File: src/rtl/ram_arbiter.sv
// ---------------------------------------------------------------------------
// ram_arbiter
// Round-robin arbiter that shares one single-port RAM between three
// requesters: [0] io loader, [1] euler, [2] step.
//
// The grant is registered. It is held across beats while the owner keeps
// lock asserted. Holding is limited to MAX_BURST beats when another
// requester is waiting. A release and the next grant decision happen at
// the same edge, so there is no dead cycle between owners. Read data
// returns one cycle after the read address. rvalid is steered to the
// requester that issued the read, even if the grant has moved on by then.
//
// Ports
//   clk                 : single clock, rising edge
//   rst                 : asynchronous active-low reset
//   req/lock/wr [2:0]   : per-requester request, burst hold, direction (1=write)
//   addr0..2  [AW-1:0]  : per-requester RAM address
//   wdata0..2 [DW-1:0]  : per-requester write data
//   gnt        [2:0]    : registered one-hot (or zero) grant
//   owner      [1:0]    : granted requester index, 3 when idle
//   rvalid     [2:0]    : per-requester read-data-valid pulse
//   rdata      [DW-1:0] : read data (pass-through of ram_rdata)
//   ram_address/ram_WR_RD/ram_wdata : shared RAM request, zero when no beat
//   ram_rdata  [DW-1:0] : RAM read data, valid one cycle after a read address
// ---------------------------------------------------------------------------
module ram_arbiter #(
    parameter int DW        = 64,
    parameter int AW        = 64,
    parameter int MAX_BURST = 16
) (
    input  logic          clk,
    input  logic          rst,
    input  logic [2:0]    req,
    input  logic [2:0]    lock,
    input  logic [2:0]    wr,
    input  logic [AW-1:0] addr0,
    input  logic [AW-1:0] addr1,
    input  logic [AW-1:0] addr2,
    input  logic [DW-1:0] wdata0,
    input  logic [DW-1:0] wdata1,
    input  logic [DW-1:0] wdata2,
    output logic [2:0]    gnt,
    output logic [1:0]    owner,
    output logic [2:0]    rvalid,
    output logic [DW-1:0] rdata,
    output logic [AW-1:0] ram_address,
    output logic          ram_WR_RD,
    output logic [DW-1:0] ram_wdata,
    input  logic [DW-1:0] ram_rdata
);

    localparam logic [5:0] CNT_MAX = 6'(MAX_BURST - 1);
    localparam logic [1:0] IDLE_OWNER = 2'd3;

    typedef enum logic {S_IDLE, S_OWN} state_t;

    state_t     r_state, w_nxt_state;
    logic [2:0] r_gnt, w_nxt_gnt;
    logic [1:0] r_owner, w_nxt_owner;
    logic [1:0] r_ptr, w_nxt_ptr;
    logic [5:0] r_beat_cnt, w_nxt_cnt;
    // Pending-read flags: one bit per requester whose read beat was last cycle.
    logic [2:0] r_rvalid, w_nxt_rvalid;

    // Per-requester views padded to 4 entries so that r_owner==3 (idle)
    // selects a harmless zero entry.
    logic [3:0]           w_req4, w_lock4, w_wr4;
    logic [3:0][AW-1:0]   w_addr;
    logic [3:0][DW-1:0]   w_wdata;

    logic       w_beat;
    logic       w_others;
    logic       w_release;
    logic       w_pick_vld;
    logic [1:0] w_pick_idx;

    assign w_req4  = {1'b0, req};
    assign w_lock4 = {1'b0, lock};
    assign w_wr4   = {1'b0, wr};

    assign w_addr[0]  = addr0;
    assign w_addr[1]  = addr1;
    assign w_addr[2]  = addr2;
    assign w_addr[3]  = '0;
    assign w_wdata[0] = wdata0;
    assign w_wdata[1] = wdata1;
    assign w_wdata[2] = wdata2;
    assign w_wdata[3] = '0;

    // Round-robin search starting just after the last granted requester.
    // The previous owner is tried last, so it is re-granted only when
    // nobody else is asking.
    always_comb begin
        logic [1:0] o0, o1, o2;
        case (r_ptr)
            2'd0:    begin o0 = 2'd1; o1 = 2'd2; o2 = 2'd0; end
            2'd1:    begin o0 = 2'd2; o1 = 2'd0; o2 = 2'd1; end
            default: begin o0 = 2'd0; o1 = 2'd1; o2 = 2'd2; end
        endcase
        w_pick_vld = 1'b1;
        w_pick_idx = IDLE_OWNER;
        if (w_req4[o0])      w_pick_idx = o0;
        else if (w_req4[o1]) w_pick_idx = o1;
        else if (w_req4[o2]) w_pick_idx = o2;
        else                 w_pick_vld = 1'b0;
    end

    assign w_beat    = (r_state == S_OWN) && w_req4[r_owner];
    assign w_others  = |(req & ~r_gnt);
    assign w_release = !w_req4[r_owner] || !w_lock4[r_owner]
                     || ((r_beat_cnt == CNT_MAX) && w_others);

    // Next-state / grant decision
    always_comb begin
        w_nxt_state = r_state;
        w_nxt_gnt   = r_gnt;
        w_nxt_owner = r_owner;
        w_nxt_ptr   = r_ptr;
        w_nxt_cnt   = r_beat_cnt;
        case (r_state)
            S_IDLE: begin
                if (w_pick_vld) begin
                    w_nxt_state = S_OWN;
                    w_nxt_gnt   = 3'b001 << w_pick_idx;
                    w_nxt_owner = w_pick_idx;
                    w_nxt_ptr   = w_pick_idx;
                    w_nxt_cnt   = '0;
                end
            end
            S_OWN: begin
                if (w_release) begin
                    // Every release starts a fresh grant, even when the
                    // same requester wins again, so the beat count restarts.
                    w_nxt_cnt = '0;
                    if (w_pick_vld) begin
                        w_nxt_gnt   = 3'b001 << w_pick_idx;
                        w_nxt_owner = w_pick_idx;
                        w_nxt_ptr   = w_pick_idx;
                    end else begin
                        w_nxt_state = S_IDLE;
                        w_nxt_gnt   = '0;
                        w_nxt_owner = IDLE_OWNER;
                    end
                end else if (r_beat_cnt != CNT_MAX) begin
                    // No release implies a beat. A lone owner saturates here.
                    w_nxt_cnt = r_beat_cnt + 6'd1;
                end
            end
            default: begin
                w_nxt_state = S_IDLE;
                w_nxt_gnt   = '0;
                w_nxt_owner = IDLE_OWNER;
                w_nxt_cnt   = '0;
            end
        endcase
    end

    // Read return is tagged with the issuing requester, not the next owner.
    assign w_nxt_rvalid = (w_beat && !w_wr4[r_owner]) ? r_gnt : 3'b000;

    always_ff @(posedge clk or negedge rst) begin
        if (!rst) begin
            r_state    <= S_IDLE;
            r_gnt      <= '0;
            r_owner    <= IDLE_OWNER;
            r_ptr      <= 2'd2;
            r_beat_cnt <= '0;
            r_rvalid   <= '0;
        end else begin
            r_state    <= w_nxt_state;
            r_gnt      <= w_nxt_gnt;
            r_owner    <= w_nxt_owner;
            r_ptr      <= w_nxt_ptr;
            r_beat_cnt <= w_nxt_cnt;
            r_rvalid   <= w_nxt_rvalid;
        end
    end

    // RAM side is driven only during a beat. Reset forces IDLE
    // asynchronously, which zeroes these outputs at once.
    assign ram_WR_RD   = w_beat & w_wr4[r_owner];
    assign ram_address = w_beat ? w_addr[r_owner]  : '0;
    assign ram_wdata   = w_beat ? w_wdata[r_owner] : '0;

    assign gnt    = r_gnt;
    assign owner  = r_owner;
    assign rvalid = r_rvalid;
    assign rdata  = ram_rdata;

endmodule

File: config.mk
export PLATFORM = sky130hd
export DESIGN_NAME = ram_arbiter
export DESIGN_NICKNAME = d
export VERILOG_FILES = /design/src/rtl/ram_arbiter.sv
export SDC_FILE = /design/constraint.sdc
export NUM_CORES = 1
export LEC_CHECK = 0
export BUFFER_PORTS_ARGS = -buffer_cell sky130_fd_sc_hd__buf_2
export CAP_MARGIN = 40
export CORE_AREA = 5 5 250 252
export CTS_BUF_LIST = sky130_fd_sc_hd__clkbuf_8
export DETAILED_ROUTE_END_ITERATION = 10
export DIE_AREA = 0 0 255 257
export PLACE_DENSITY = 0.38
export SETUP_SLACK_MARGIN = 0.4
export SYNTH_ARGS = -nofsm -noshare
export SYNTH_HDL_FRONTEND = slang
export SYNTH_SLANG_ARGS = --single-unit
File: constraint.sdc
create_clock -name clk -period 2.3 [get_ports clk]
set_input_delay 0.46 -clock clk [delete_from_list [all_inputs] [get_ports clk]]
set_output_delay 0.46 -clock clk [all_outputs]
set_load 0.05 [all_outputs]
# After elaboration in Yosys (flattened, before gate mapping)

Cells that the tools add are included.

Add/sub/neg operators: 1
Multipliers: 0
Div/mod/pow operators: 0
Magnitude comparators: 4
Equal/unequal tests: 6
Shift operators: 1
Mux-type cells: 46
Bitwise operators: 4
Reductions and logical operators: 12

Operators with widths:

| cell                                                | count |
|---|---|
| binary-select mux 64 bit (select 2 bit)             | 2 |
| 2-to-1 mux 64 bit                                   | 4 |
| one-hot mux 2 bit (2 select lines)                  | 5 |
| 2-to-1 mux 6 bit                                    | 3 |
| 2-to-1 mux 2 bit                                    | 8 |
| binary-select mux 1 bit (select 2 bit)              | 6 |
| < comparator 2 x 3 -> 1 bit (second input constant) | 4 |
| 2-to-1 mux 3 bit                                    | 4 |
| one-hot mux 6 bit (2 select lines)                  | 1 |
| 2-to-1 mux 1 bit                                    | 11 |
| adder 6 x 1 -> 6 bit (second input constant)        | 1 |
| == test 6 x 4 -> 1 bit (second input constant)      | 1 |
| != test 6 x 4 -> 1 bit (second input constant)      | 1 |
| one-hot mux 3 bit (2 select lines)                  | 1 |
| AND reduction 2 bit                                 | 2 |
| AND 3 bit                                           | 1 |
| logical AND 1 bit                                   | 3 |
| logical NOT 1 bit                                   | 3 |
| != test 3 x 1 -> 1 bit (second input constant)      | 1 |
| NOT 3 bit                                           | 1 |
| OR reduction 3 bit                                  | 1 |
| left shift 1 x 2 -> 3 bit (first input constant)    | 1 |
| == test 2 x 1 -> 1 bit (second input constant)      | 1 |
| logical NOT 2 bit                                   | 1 |
| other kinds (6)                                     | 7 |

Flip-flop bits (word level): 17
Latch bits: 0
Bits in writable memories: 0
Memory bits (read-only): 0
Output and inout port bits: 201
Logic and storage cells: 80
Memories: 0

# Longest topological paths before layout

Gate-level depths: netlist of the first run.

Depth after elaboration: 11
Depth in mapped cells: 7

# Worst setup path after synthesis of the first run

OpenSTA, ideal clock, no wires.

Path kind: register to output
From: register r_owner[0] (netlist: owner[0])
To: output ram_wdata[10]
Data arrival time: 2.428 ns
Setup slack: -0.588 ns
Stages on the path, launching flop included: 7
Cells stage by stage: dfstp_2 > buf_2 > nor2b_1 > clkbuf_1 > buf_1 > a21oi_1 > nor2_1

Longest elaborated chain between the ends: 4

RTL lines:

| what                                   | RTL line | text |
|---|---|---|
| start: declaration                     | 59       | `logic [1:0] r_owner, w_nxt_owner;` |
| start signal: assignment               | 172      | `r_owner <= w_nxt_owner;` |
| binary-select mux 1 bit (select 2 bit) | 108      | `assign w_beat = (r_state == S_OWN) && w_req4[r_owner];` |
| 2-to-1 mux 1 bit (not written as such) | 108      |  |
| logical AND 1 bit                      | 108      |  |
| 2-to-1 mux 64 bit *                    | 183      | `assign ram_wdata = w_beat ? w_wdata[r_owner] : '0;` |
| end: declaration                       | 48       | `output logic [DW-1:0] ram_wdata,` |

Every way passes the cells marked *; elsewhere a longest branch is shown, timed or not. The select of a mux whose other input is x is not followed.

# Worst setup path after layout of the first run

From: register r_owner[1] (netlist: owner[1])
To: output ram_address[4]

Longest elaborated chain between the ends: 4

RTL lines:

| what                                   | RTL line | text |
|---|---|---|
| binary-select mux 1 bit (select 2 bit) | 108      |  |
| 2-to-1 mux 1 bit (not written as such) | 108      |  |
| logical AND 1 bit                      | 108      |  |
| 2-to-1 mux 64 bit *                    | 182      | `assign ram_address = w_beat ? w_addr[r_owner] : '0;` |
| end: declaration                       | 46       | `output logic [AW-1:0] ram_address,` |

Marked as above.

==> impl_table.tex, run 1 <==
\begin{tabular}{lr}
\hline
Metric & Value \\
\hline
\multicolumn{2}{l}{\textbf{Logic synthesis}} \\
\quad Synth warn & 0 \\
\quad Number of unique standard cell types used by synthesis & between 40 and 50 \\
\quad XOR/XNOR Fraction of Synth Area & 0\% \\
\quad Largest family of logic cells by synthesized area & multiplexers \\
\quad Leading area contributor after synthesis & sky130\_fd\_sc\_hd\_\_mux2i\_1 \\
\quad Most instantiated library cell after synthesis & sky130\_fd\_sc\_hd\_\_nor2\_1 \\
\quad Number of instances in the synthesized netlist & 725 \\
\quad Cell Area, Synth & 4530 um2 \\
\quad Yosys reg bits & 17 \\
\quad Arithmetic-cell share of the synthesized area counting full adders, half adders and majority gates & less than 1\% \\
\quad Area fraction in compound gates after synthesis & between 10\% and 20\% \\
\quad List of most frequent post-synthesis cells & sky130\_fd\_sc\_hd\_\_nor2\_1 (264), sky130\_fd\_sc\_hd\_\_a21oi\_1 (133), sky130\_fd\_sc\_hd\_\_mux2i\_1 (130) \\
\quad Number of enable flip-flop cells after synthesis & 0 \\
\quad Dominant cells by area after synthesis & sky130\_fd\_sc\_hd\_\_mux2i\_1 (29\%), sky130\_fd\_sc\_hd\_\_nor2\_1 (22\%), sky130\_fd\_sc\_hd\_\_a21oi\_1 (15\%), sky130\_fd\_sc\_hd\_\_buf\_4 (11\%), sky130\_fd\_sc\_hd\_\_dfrtp\_1 (7.7\%) \\
\quad Post-synthesis area per instance & around 6.2 um2 \\
\quad Share of cell area taken by muxes after synthesis & 29.3\% \\
\quad Top flip-flop cell by instance count after synthesis & sky130\_fd\_sc\_hd\_\_dfrtp\_1 \\
\quad Post-Syn Nets & around 1200 \\
\quad Simple logic cell fraction of the synthesized area & about a quarter \\
\quad Fraction of registers with async set/reset & 100\% \\
\quad Sequential fraction of the synthesis area & a little under a tenth \\
\quad Share of the synthesized area in the top cell type & 28.7\% \\
\multicolumn{2}{l}{\textbf{Detailed routing}} \\
\quad Starting DRT DRC Count & 240 \\
\quad Post-detailed-route DRC marker count & 0 \\
\quad Number of vias after detailed routing & 7095 \\
\quad Router iterations before antenna repair & 4 \\
\quad Average vias per placed instance & around 3.5 \\
\quad Detailed-route wire length per cell & 15.4 um \\
\quad Wirelength, routed & 31400 um \\
\quad Count of nets left with antenna violations after detail routing & 0 \\
\multicolumn{2}{l}{\textbf{Power and ir drop}} \\
\quad P per Cell Area & roughly 1500 nW/um2 \\
\quad Maximum resistive drop on vdd & about 620 uV \\
\quad Leakage power summed over all cells & 5.09 nW \\
\quad Reg power frac & 3.1\% \\
\quad Cell internal power dissipation & 6.95 mW \\
\quad Share of power burned in the clock network & around 1.4\% \\
\quad P\_sw & 9.68 mW \\
\quad Combinational share of power & 95.5\% \\
\quad Switching power share of the total & 58.2\% \\
\multicolumn{2}{l}{\textbf{Die}} \\
\quad Standard-cell rows & 90 \\
\quad Die area & 65500 um2 \\
\quad Floorplan Core Area & about 60000 um2 \\
\quad Number of ports placed on the die boundary & 660 \\
\quad Chip width & 255 um \\
\quad Chip Height & 257 um \\
\quad Initial cell density of the core & 7.56\% \\
\multicolumn{2}{l}{\textbf{Critical path}} \\
\quad Worst setup path category & reg2out \\
\quad CP max FO & 7 \\
\quad Worst R2R End & r\_beat\_cnt[5]\$\_DFFE\_PN0P\_ \\
\quad Register-to-register path setup slack & -20 ps \\
\quad Nature of the critical path endpoint & primary output \\
\quad WP data required & 1840 ps \\
\quad Data arrival, critical path & around 2200 ps \\
\quad Reg-to-Reg Start & owner[1]\$\_DFFE\_PN1P\_ \\
\quad FF-to-FF path depth & 10 \\
\quad Worst setup SP type & register \\
\multicolumn{2}{l}{\textbf{Timing}} \\
\quad Final worst clock skew & 0.945 ps \\
\quad Max-slew headroom at the worst pin & a little under three fifths \\
\quad Count of final hold-check violations & 0 \\
\quad Worst-margin pin slew & 659 ps \\
\quad Number of failing setup endpoints in the final timing report & approximately 130 \\
\quad RSZ-0062 raised after global routing & true \\
\quad Final Max Tran Viols & 0 \\
\quad Tmin final & 2650 ps \\
\quad Setup ws final & -346 ps \\
\quad Period utilisation layout & 115\% \\
\quad Maximum clock frequency & 0.378 GHz \\
\multicolumn{2}{l}{\textbf{Cells and area}} \\
\quad Area added between synthesis and finish & 144\% \\
\quad Nets & 1721 \\
\quad Post-route cell area & 11100 um2 \\
\quad Layout cell share with drive strength beyond 1 & 70.9\% \\
\multicolumn{2}{l}{\textbf{Clock network}} \\
\quad Cts bufs inserted & 3 \\
\quad Clock transition time at the flip-flop clock pins of the worst setup and hold paths & 70 ps \\
\quad Clk\_lat worst skew & between 200 and 300 ps \\
\quad Buffer depth of the longest clock path & 2 \\
\quad Root Buffer Master & sky130\_fd\_sc\_hd\_\_clkbuf\_8 \\
\quad Total number of clock tree sinks & 17 \\
\quad TritonCTS clock tree & built \\
\quad Number of levels the H-tree was split into & 1 \\
\multicolumn{2}{l}{\textbf{Placement}} \\
\quad Port Buf Inserts & about 530 \\
\quad Worst slack after detailed placement & -91.7 ps \\
\quad Placer Congestion & 0.801 \\
\quad DPL Wire Length & 25000 um \\
\quad Cell area reported after detailed placement & between 9000 and 10000 um2 \\
\multicolumn{2}{l}{\textbf{GRT}} \\
\quad Most used routing layer & met2 \\
\quad GRT Util Overall & 8.14\% \\
\quad First-pass GRT wire length & 42000 um \\
\quad Met3 Usage GRT & 1.57\% \\
\quad Vias in the first global route & 7530 \\
\quad Antenna violations before repair & 1 \\
\quad Maximum number of pins on one net before global-route repair & 77 \\
\quad Met2 track demand over resource & 16.1\% \\
\quad Met1 Use GR & 8.82\% \\
\quad Total global routing overflow & 0 \\
\multicolumn{2}{l}{\textbf{Outcome}} \\
\quad Violated checks & negative setup slack \\
\quad Status & finished, violations left \\
\multicolumn{2}{l}{\textbf{Hold path}} \\
\quad Hold crit path type & in2async \\
\multicolumn{2}{l}{\textbf{Job}} \\
\quad Max-cap violation count & 0 \\
\hline
\end{tabular}
[power groups by stage]
stage                     combinational [mW]  sequential, mW  clock (mW)
final                                   15.9           0.512       0.236
after floorplan                         9.57           0.668           0
after global placement                  13.2           0.520           0
after detailed placement                13.2           0.524           0
after global routing                    16.8           0.524       0.260
after CTS                               14.8           0.512       0.237
[worst max-delay path by stage]
stage	from	to	slack, ps	cells past startpoint
final	owner[1]$_DFFE_PN1P_	ram_address[4]	-350	7
after global routing	owner[1]$_DFFE_PN1P_	ram_address[4]	-410	7
after CTS	owner[1]$_DFFE_PN1P_	ram_address[58]	-360	6
after detailed placement	owner[1]$_DFFE_PN1P_	ram_address[17]	-90	7
after global placement	owner[1]$_DFFE_PN1P_	ram_address[17]	-80	7
after floorplan	owner[0]$_DFFE_PN1P_	ram_wdata[43]	-100	6
[repair_timing]
action	4_1_cts	5_1_grt
pin swaps	2	21
hold endpoints to repair	0	0
hold buffers	0	0
setup buffers	18	6
gates cloned	3	4
endpoints found under the setup margin	147	147
resized for setup	159	185
[through the flow]
step	util (%)	hold WS, ps	setup TNS, ps	cells	power (mW)
after floorplan	-	164	-11280	725	10.2
after global placement	15.8	411	-2350	2007	13.7
after detailed placement	15.8	412	-4050	2007	13.7
after CTS	17.3	133	-36320	2032	15.6
after global routing	18.4	142	-45120	2042	17.6
final	18.5	116	-36360	2044	16.6
[sequential cells by signal, summed over array words and instances, names as in the netlist]
signal / count
rvalid: 3
r_state: 1
r_beat_cnt: 6
r_ptr: 2
gnt: 3
owner: 2
[placed cells by master, fill, tap and decap left out, types with 6 or more instances in the layout]
master / n
sky130_fd_sc_hd__buf_2: 441
sky130_fd_sc_hd__nor2_1: 133
sky130_fd_sc_hd__nor2_4: 124
sky130_fd_sc_hd__mux2i_1: 123
sky130_fd_sc_hd__buf_4: 81
sky130_fd_sc_hd__a21oi_2: 78
sky130_fd_sc_hd__buf_6: 59
sky130_fd_sc_hd__a21oi_1: 51
sky130_fd_sc_hd__buf_12: 32
sky130_fd_sc_hd__buf_8: 25
sky130_fd_sc_hd__dfrtp_1: 14
sky130_fd_sc_hd__nor2_2: 9
sky130_fd_sc_hd__inv_1: 8
sky130_fd_sc_hd__buf_16: 6
[routing by layer]
layer | share of wire, % | wire length [um] | vias up
met2 | 53 | 16800 | 372
met5 | 0 | 0 | -
li1 | - | - | 3460
met1 | 37 | 11700 | 3231
met4 | 1.7 | 526 | 0
met3 | 7.7 | 2420 | 32
[logic make-up (layout without fill, tap and decap cells)]
logic type | count (synthesis) | after routing
and+or+nand+nor | 291 | 291
AOI/OAI and AO/OA | 154 | 154
DFF | 17 | 17
buffers and inverters | 130 | 665
adders and majority gates | 1 | 1
other | 0 | 2
muxes | 132 | 132
[critical path: stages, from the launching register on]
cell and delay, ps:
sky130_fd_sc_hd__dfstp_4 660, sky130_fd_sc_hd__mux2_4 320, sky130_fd_sc_hd__a31oi_4 150, sky130_fd_sc_hd__buf_12 160, sky130_fd_sc_hd__clkbuf_16 190, sky130_fd_sc_hd__buf_4 170
sky130_fd_sc_hd__nor2_2 50, sky130_fd_sc_hd__buf_2 200
[cell type report]
class	count	area, um2
antenna	2	5.00
clock buffer	3	41.3
clock inverter	1	5.00
fill	6750	48900
inverter	8	30.0
multi-input combinational	578	4730
sequential	17	437
tap	782	978
timing repair buffer	653	4820
No activity file was read; power rests on OpenSTA's default activity.
==> run 2, diff against run 1 <==
==> constraint.sdc (replaced) <==
create_clock -name clk -period 2.3 [get_ports clk]
set_input_delay 0.575 -clock clk [delete_from_list [all_inputs] [get_ports clk]]
set_output_delay 0.575 -clock clk [all_outputs]
set_load 0.05 [all_outputs]
==> impl_table.tex, run 2 (same netlist as run 1, synthesis figures left out) <==
\begin{tabular}{lr}
\hline
Metric & Value \\
\hline
\multicolumn{2}{l}{\textbf{Power and ir drop}} \\
\quad P per Cell Area & between 1000 and 1500 nW/um2 \\
\quad Maximum resistive drop on vdd & 570 uV \\
\quad Leakage power summed over all cells & a little under 5 nW \\
\multicolumn{2}{l}{\textbf{GRT}} \\
\quad Total global routing overflow & 0 \\
\quad First-pass GRT wire length & 39600 um \\
\quad Antenna violations before repair & 0 \\
\quad Vias in the first global route & a little over 7000 \\
\quad Maximum number of pins on one net before global-route repair & between 60 and 70 \\
\quad GRT Util Overall & 7.53\% \\
\multicolumn{2}{l}{\textbf{Detailed routing}} \\
\quad Count of nets left with antenna violations after detail routing & 0 \\
\quad Average vias per placed instance & 3.44 \\
\quad Detailed-route wire length per cell & $\sim$14 um \\
\quad Router iterations before antenna repair & 4 \\
\quad Number of vias after detailed routing & 6996 \\
\quad Post-detailed-route DRC marker count & 0 \\
\quad Starting DRT DRC Count & approximately 230 \\
\quad Wirelength, routed & $\sim$28000 um \\
\multicolumn{2}{l}{\textbf{Outcome}} \\
\quad Status & finished, violations left \\
\quad Violated checks & negative setup slack \\
\multicolumn{2}{l}{\textbf{Timing}} \\
\quad Max-slew headroom at the worst pin & about three quarters \\
\quad Worst-margin pin slew & 385 ps \\
\quad Final worst clock skew & 8.23 ps \\
\quad Setup ws final & -451 ps \\
\quad Min Hold Slack & approximately 220 ps \\
\quad Maximum clock frequency & 0.364 GHz \\
\quad Final Max Tran Viols & 0 \\
\quad Count of final hold-check violations & 0 \\
\quad RSZ-0062 raised after global routing & true \\
\quad Number of failing setup endpoints in the final timing report & 129 \\
\quad Tmin final & 2750 ps \\
\quad Period utilisation layout & 120\% \\
\multicolumn{2}{l}{\textbf{Cells and area}} \\
\quad Most frequent standard cell in the layout excluding fill and tap cells & sky130\_fd\_sc\_hd\_\_buf\_2 \\
\quad Area added between synthesis and finish & 126\% \\
\quad Non-filler instance count after layout & 2034 \\
\quad Area occupied by multi-input gates & between 4000 and 5000 um2 \\
\quad Final core utilization & 17.1\% \\
\quad Fillers & 6815 \\
\quad Layout cell share with drive strength beyond 1 & $\sim$66\% \\
\quad Post-route cell area & around 10000 um2 \\
\quad Register cell area after layout & 437 um2 \\
\quad Nets & 1713 \\
\quad Most frequent cells in the layout & sky130\_fd\_sc\_hd\_\_buf\_2 (459), sky130\_fd\_sc\_hd\_\_nor2\_1 (132), sky130\_fd\_sc\_hd\_\_mux2i\_1 (126) \\
\quad Antenna Diode Count & 0 \\
\quad Max FFs per register & 6 \\
\quad Register name with the most flops & r\_beat\_cnt \\
\multicolumn{2}{l}{\textbf{Critical path}} \\
\quad WP data required & around 1700 ps \\
\quad Worst R2R End & owner[0]\$\_DFFE\_PN1P\_ \\
\quad Crit path top cell by count & sky130\_fd\_sc\_hd\_\_buf\_12 \\
\quad Crit path capture & ram\_wdata[10] \\
\quad Critical path buffer and inverter count & 3 \\
\quad Nature of the critical path endpoint & primary output \\
\quad Largest delay contributor family on the critical path & flip-flops \\
\quad Timing startpoint of the critical path & owner[1]\$\_DFFE\_PN1P\_ \\
\quad Worst stage delay on the critical path & 670 ps \\
\quad Register-to-register path setup slack & approximately 30 ps \\
\quad Reg-to-Reg Start & owner[0]\$\_DFFE\_PN1P\_ \\
\quad Master of the slowest instance on the critical path & sky130\_fd\_sc\_hd\_\_dfstp\_4 \\
\quad Worst-path cell chain & mux2\_4 -> a31oi\_4 -> buf\_12 -> buf\_12 -> nor2\_4 -> buf\_2 \\
\quad Depth of the critical timing path with buffers and inverters included & 6 \\
\quad CP max FO & 12 \\
\quad Data arrival, critical path & 2180 ps \\
\quad Worst setup SP type & register \\
\quad Worst setup path category & reg2out \\
\quad FF-to-FF path depth & 9 \\
\multicolumn{2}{l}{\textbf{Die}} \\
\quad Initial cell density of the core & 7.56\% \\
\quad Standard-cell rows & 90 \\
\quad Floorplan Core Area & 59900 um2 \\
\quad Number of ports placed on the die boundary & 660 \\
\quad Chip Height & 257 um \\
\quad Die area & 65500 um2 \\
\quad Chip width & 255 um \\
\multicolumn{2}{l}{\textbf{Placement}} \\
\quad Cell area reported after detailed placement & 9520 um2 \\
\quad Number of cells in the design after placement & 2019 \\
\quad DPL Wire Length & 24800 um \\
\quad Placer Congestion & 0.803 \\
\quad Port Buf Inserts & 531 \\
\multicolumn{2}{l}{\textbf{Clock network}} \\
\quad Clock transition time at the flip-flop clock pins of the worst setup and hold paths & 70 ps \\
\quad Cts bufs inserted & 3 \\
\quad Number of levels the H-tree was split into & 1 \\
\quad Clk\_lat worst skew & approximately 260 ps \\
\quad Root Buffer Master & sky130\_fd\_sc\_hd\_\_clkbuf\_8 \\
\quad Buffer depth of the longest clock path & 2 \\
\quad \# hold bufs at CTS & 0 \\
\quad Total number of clock tree sinks & 17 \\
\quad TritonCTS clock tree & built \\
\multicolumn{2}{l}{\textbf{Job}} \\
\quad Max-cap violation count & 0 \\
\multicolumn{2}{l}{\textbf{Hold path}} \\
\quad Hold crit path type & in2async \\
\hline
\end{tabular}
[run 2: cell types whose count changed in the layout (fill, tap and decap cells not counted), sizes merged]
cell,change
diode,-2
clkbuf,-5
bufbuf,-1
buf,-2
[run 2: worst min path at each step]
| stage | to |
|---|---|
| 6_report | rvalid[2]$_DFF_PN0_ |
| 4_1_cts | rvalid[2]$_DFF_PN0_ |
| 5_1_grt | gnt[2]$_DFFE_PN0P_ |
| 3_5_place_dp | r_ptr[0]$_DFFE_PN0P_ |
| 3_3_place_gp | rvalid[0]$_DFF_PN0_ |
| 2_1_floorplan | gnt[0]$_DFFE_PN0P_ |
[run 2: report_power, final]
group | total (mW) | switching (mW) | internal [mW]
Combinational | 14.2 | 8.80 | 5.36
Sequential | 0.513 | 0.0951 | 0.417
Clock | 0.233 | 0.112 | 0.121
Total | 14.9 | 9.01 | 5.90
[run 2: stage by stage]
step / setup TNS [ps] / setup slack [ps] / power, mW
6_report: -50450 / -451 / 14.9
5_1_grt: -60780 / -524 / 15.8
4_1_cts: -55240 / -477 / 14.7
3_5_place_dp: -21080 / -261 / 13.8
3_3_place_gp: -20450 / -251 / 13.8
2_1_floorplan: -26010 / -215 / 10.2
[run 2: area by class of cell]
type	instances	area share [%]
Inverter	8	0.294
Clock inverter	1	0.0489
Sequential cell	17	4.27
Clock buffer	3	0.404
Timing Repair Buffer	645	41.8
Tap cell	782	9.57
Multi-Input combinational cell	578	43.6
[run 2: routing by layer]
metal  share of wire (%)  vias up  global-route usage [%]  wire (um)
met3                 8.9       34                    1.47       2530
met5                   0        -                       0          0
met1                  37     3142                    8.46      10600
met4                 2.5        0                    1.87        694
li1                    -     3431                       -          -
met2                  51      389                    14.4      14500
[run 2: what timing repair did]
item	4_1_cts	5_1_grt
gates resized for setup	118	59
buffers inserted	2	9
pin swaps	0	2
endpoints found under the setup margin	147	147
endpoints found under the hold margin	0	0
==> run 3, diff against run 2 <==
- CORE_AREA: 5 5 250 252 -> 2 2 255 257
- DIE_AREA: 0 0 255 257 -> 0 0 257 259
- PLACE_DENSITY: 0.38 -> 0.37
- clock period: 2.3 -> 2.5 ns (I/O delays scaled with it)
==> impl_table.tex, run 3 (same netlist as run 1, synthesis figures left out) <==
\begin{tabular}{lr}
\hline
Metric & Value \\
\hline
\multicolumn{2}{l}{\textbf{Critical path}} \\
\quad Worst-path cell chain & mux2\_4 -> a31oi\_4 -> buf\_12 -> buf\_12 -> nor2\_4 -> buf\_2 \\
\quad Timing startpoint of the critical path & owner[1]\$\_DFFE\_PN1P\_ \\
\quad Critical path buffer and inverter count & 3 \\
\quad Worst setup path category & reg2out \\
\quad WP data required & about 1900 ps \\
\quad Crit path top cell by count & sky130\_fd\_sc\_hd\_\_buf\_12 \\
\quad CP max FO & 13 \\
\quad Largest delay contributor family on the critical path & flip-flops \\
\quad Worst setup SP type & register \\
\quad Reg-to-Reg Start & owner[1]\$\_DFFE\_PN1P\_ \\
\quad Nature of the critical path endpoint & primary output \\
\quad FF-to-FF path depth & 8 \\
\quad Register-to-register path setup slack & about 180 ps \\
\quad Data arrival, critical path & $\sim$2200 ps \\
\quad Worst stage delay on the critical path & 670 ps \\
\quad Worst R2R End & r\_ptr[0]\$\_DFFE\_PN0P\_ \\
\quad Master of the slowest instance on the critical path & sky130\_fd\_sc\_hd\_\_dfstp\_4 \\
\multicolumn{2}{l}{\textbf{Detailed routing}} \\
\quad Router iterations before antenna repair & 4 \\
\quad Detailed-route wire length per cell & 14.5 um \\
\quad Starting DRT DRC Count & 185 \\
\quad Number of vias after detailed routing & 6994 \\
\quad Average vias per placed instance & 3.35 \\
\quad Count of nets left with antenna violations after detail routing & 0 \\
\quad Wirelength, routed & 30300 um \\
\quad Post-detailed-route DRC marker count & 0 \\
\multicolumn{2}{l}{\textbf{Placement}} \\
\quad Placer Congestion & slightly below 0.9 \\
\quad Port Buf Inserts & approximately 530 \\
\quad DPL Wire Length & $\sim$26000 um \\
\quad Cell area reported after detailed placement & approximately 9600 um2 \\
\multicolumn{2}{l}{\textbf{GRT}} \\
\quad First-pass GRT wire length & 42500 um \\
\quad Antenna violations before repair & 8 \\
\quad Vias in the first global route & 7250 \\
\quad Maximum number of pins on one net before global-route repair & 43 \\
\quad GRT Util Overall & 8.17\% \\
\quad Total global routing overflow & 0 \\
\multicolumn{2}{l}{\textbf{Timing}} \\
\quad Max-slew headroom at the worst pin & between 70\% and 80\% \\
\quad Count of final hold-check violations & 0 \\
\quad Sum Neg Setup Slack & -27140 ps \\
\quad Final Max Tran Viols & 0 \\
\quad Period utilisation layout & 111\% \\
\quad Tmin final & 2780 ps \\
\quad Maximum clock frequency & about 0.36 GHz \\
\quad Setup ws final & -277 ps \\
\quad Worst-margin pin slew & 408 ps \\
\quad Final worst clock skew & 0.841 ps \\
\quad Number of failing setup endpoints in the final timing report & 129 \\
\quad RSZ-0062 raised after global routing & true \\
\multicolumn{2}{l}{\textbf{Outcome}} \\
\quad Violated checks & negative setup slack \\
\quad Status & finished, violations left \\
\multicolumn{2}{l}{\textbf{Clock network}} \\
\quad Buffer depth of the longest clock path & 2 \\
\quad Cts bufs inserted & 3 \\
\quad Root Buffer Master & sky130\_fd\_sc\_hd\_\_clkbuf\_8 \\
\quad TritonCTS clock tree & built \\
\quad Number of levels the H-tree was split into & 1 \\
\quad Clk\_lat worst skew & 250 ps \\
\quad \# hold bufs at CTS & 0 \\
\quad Total number of clock tree sinks & 17 \\
\quad Clock transition time at the flip-flop clock pins of the worst setup and hold paths & 60 ps \\
\multicolumn{2}{l}{\textbf{Die}} \\
\quad Standard-cell rows & 93 \\
\quad Floorplan Core Area & approximately 64000 um2 \\
\quad Chip width & 257 um \\
\quad Die area & 66600 um2 \\
\quad Chip Height & 259 um \\
\quad Initial cell density of the core & 7.09\% \\
\quad Number of ports placed on the die boundary & between 600 and 700 \\
\multicolumn{2}{l}{\textbf{Job}} \\
\quad Max-cap violation count & 0 \\
\multicolumn{2}{l}{\textbf{Power and ir drop}} \\
\quad Cell internal power dissipation & $\sim$5.5 mW \\
\quad Reg power frac & 3.5\% \\
\quad Maximum resistive drop on vdd & 692 uV \\
\quad P\_sw & 8.50 mW \\
\quad Share of power burned in the clock network & 1.4\% \\
\quad Leakage power summed over all cells & 4.83 nW \\
\quad Combinational share of power & 95.1\% \\
\quad Switching power share of the total & about three fifths \\
\quad Overall power consumption & 14.0 mW \\
\quad P per Cell Area & 1340 nW/um2 \\
\multicolumn{2}{l}{\textbf{Cells and area}} \\
\quad Final core utilization & 16.3\% \\
\quad Layout cell share with drive strength beyond 1 & 67.3\% \\
\quad Max FFs per register & 6 \\
\quad Nets & 1695 \\
\quad Most frequent standard cell in the layout excluding fill and tap cells & sky130\_fd\_sc\_hd\_\_buf\_2 \\
\quad Post-route cell area & 10400 um2 \\
\quad Register name with the most flops & r\_beat\_cnt \\
\quad Most frequent cells in the layout & sky130\_fd\_sc\_hd\_\_buf\_2 (451), sky130\_fd\_sc\_hd\_\_nor2\_1 (134), sky130\_fd\_sc\_hd\_\_mux2i\_1 (130) \\
\quad Area added between synthesis and finish & 130\% \\
\multicolumn{2}{l}{\textbf{Hold path}} \\
\quad Hold crit path type & in2async \\
\hline
\end{tabular}
## run 3: layout make-up
type | count | area [um2]
multi-input cells | 578 | 4540
clock inverters | 1 | 3.75
repair buffers | 627 | 4290
well taps | 855 | 1070
fillers | 7292 | 53500
clock buffers | 3 | 41.3
inverters | 8 | 30.0
flip-flops and latches | 17 | 437
diodes | 1 | 2.50
## run 3: routing by layer
layer | vias to the layer above | part of all wire, % | global-route usage [%]
met4 | 12 | 1.1 | 1.10
met5 | - | 0.26 | 0
met2 | 411 | 51 | 15.2
met1 | 3143 | 38 | 9.11
li1 | 3395 | - | -
met3 | 33 | 10 | 2.79
## run 3: worst max-delay path by stage
| stage | cells past startpoint | endpoint | slack [ps] |
|---|---|---|---|
| finish | 6 | ram_address[57] | -280 |
| detailed placement | 6 | ram_address[60] | -200 |
| CTS | 6 | ram_address[57] | -310 |
| floorplan | 6 | ram_wdata[43] | -60 |
| global route | 6 | ram_address[57] | -350 |
| global placement | 6 | ram_address[60] | -210 |
## run 3: per-stage QoR
step           std cells  setup WS (ps)  hold WS [ps]
6_report            2090           -277           293
5_1_grt             2089           -354           307
4_1_cts             2086           -310           303
3_5_place_dp        2075           -197           514
3_3_place_gp        2075           -206           492
2_1_floorplan        725          -64.8           329
## run 3: what timing repair did
| action | CTS | global route |
|---|---|---|
| cloned | 0 | 3 |
| pin swaps | 4 | 0 |
| resized for setup | 142 | 57 |
| endpoints found under the setup margin | 147 | 147 |
| buffers inserted | 7 | 0 |
## run 3: worst reg2reg max path, cell delays in order (launching register included)
cell and delay [ps]:
sky130_fd_sc_hd__dfstp_4 670, sky130_fd_sc_hd__buf_6 220, sky130_fd_sc_hd__buf_4 210, sky130_fd_sc_hd__mux2_2 350
sky130_fd_sc_hd__a22oi_2 250, sky130_fd_sc_hd__buf_4 180, sky130_fd_sc_hd__a211o_1 120, sky130_fd_sc_hd__nand2_1 100
sky130_fd_sc_hd__o21a_1 120
## run 3: power by group through the flow
stage,registers [mW],clock network (mW),logic [mW]
final,0.488,0.198,13.3
after CTS,0.505,0.204,13.0
after global routing,0.516,0.224,14.1
after detailed placement,0.505,0,12.2
after global placement,0.502,0,12.2
after floorplan,0.614,0,8.81
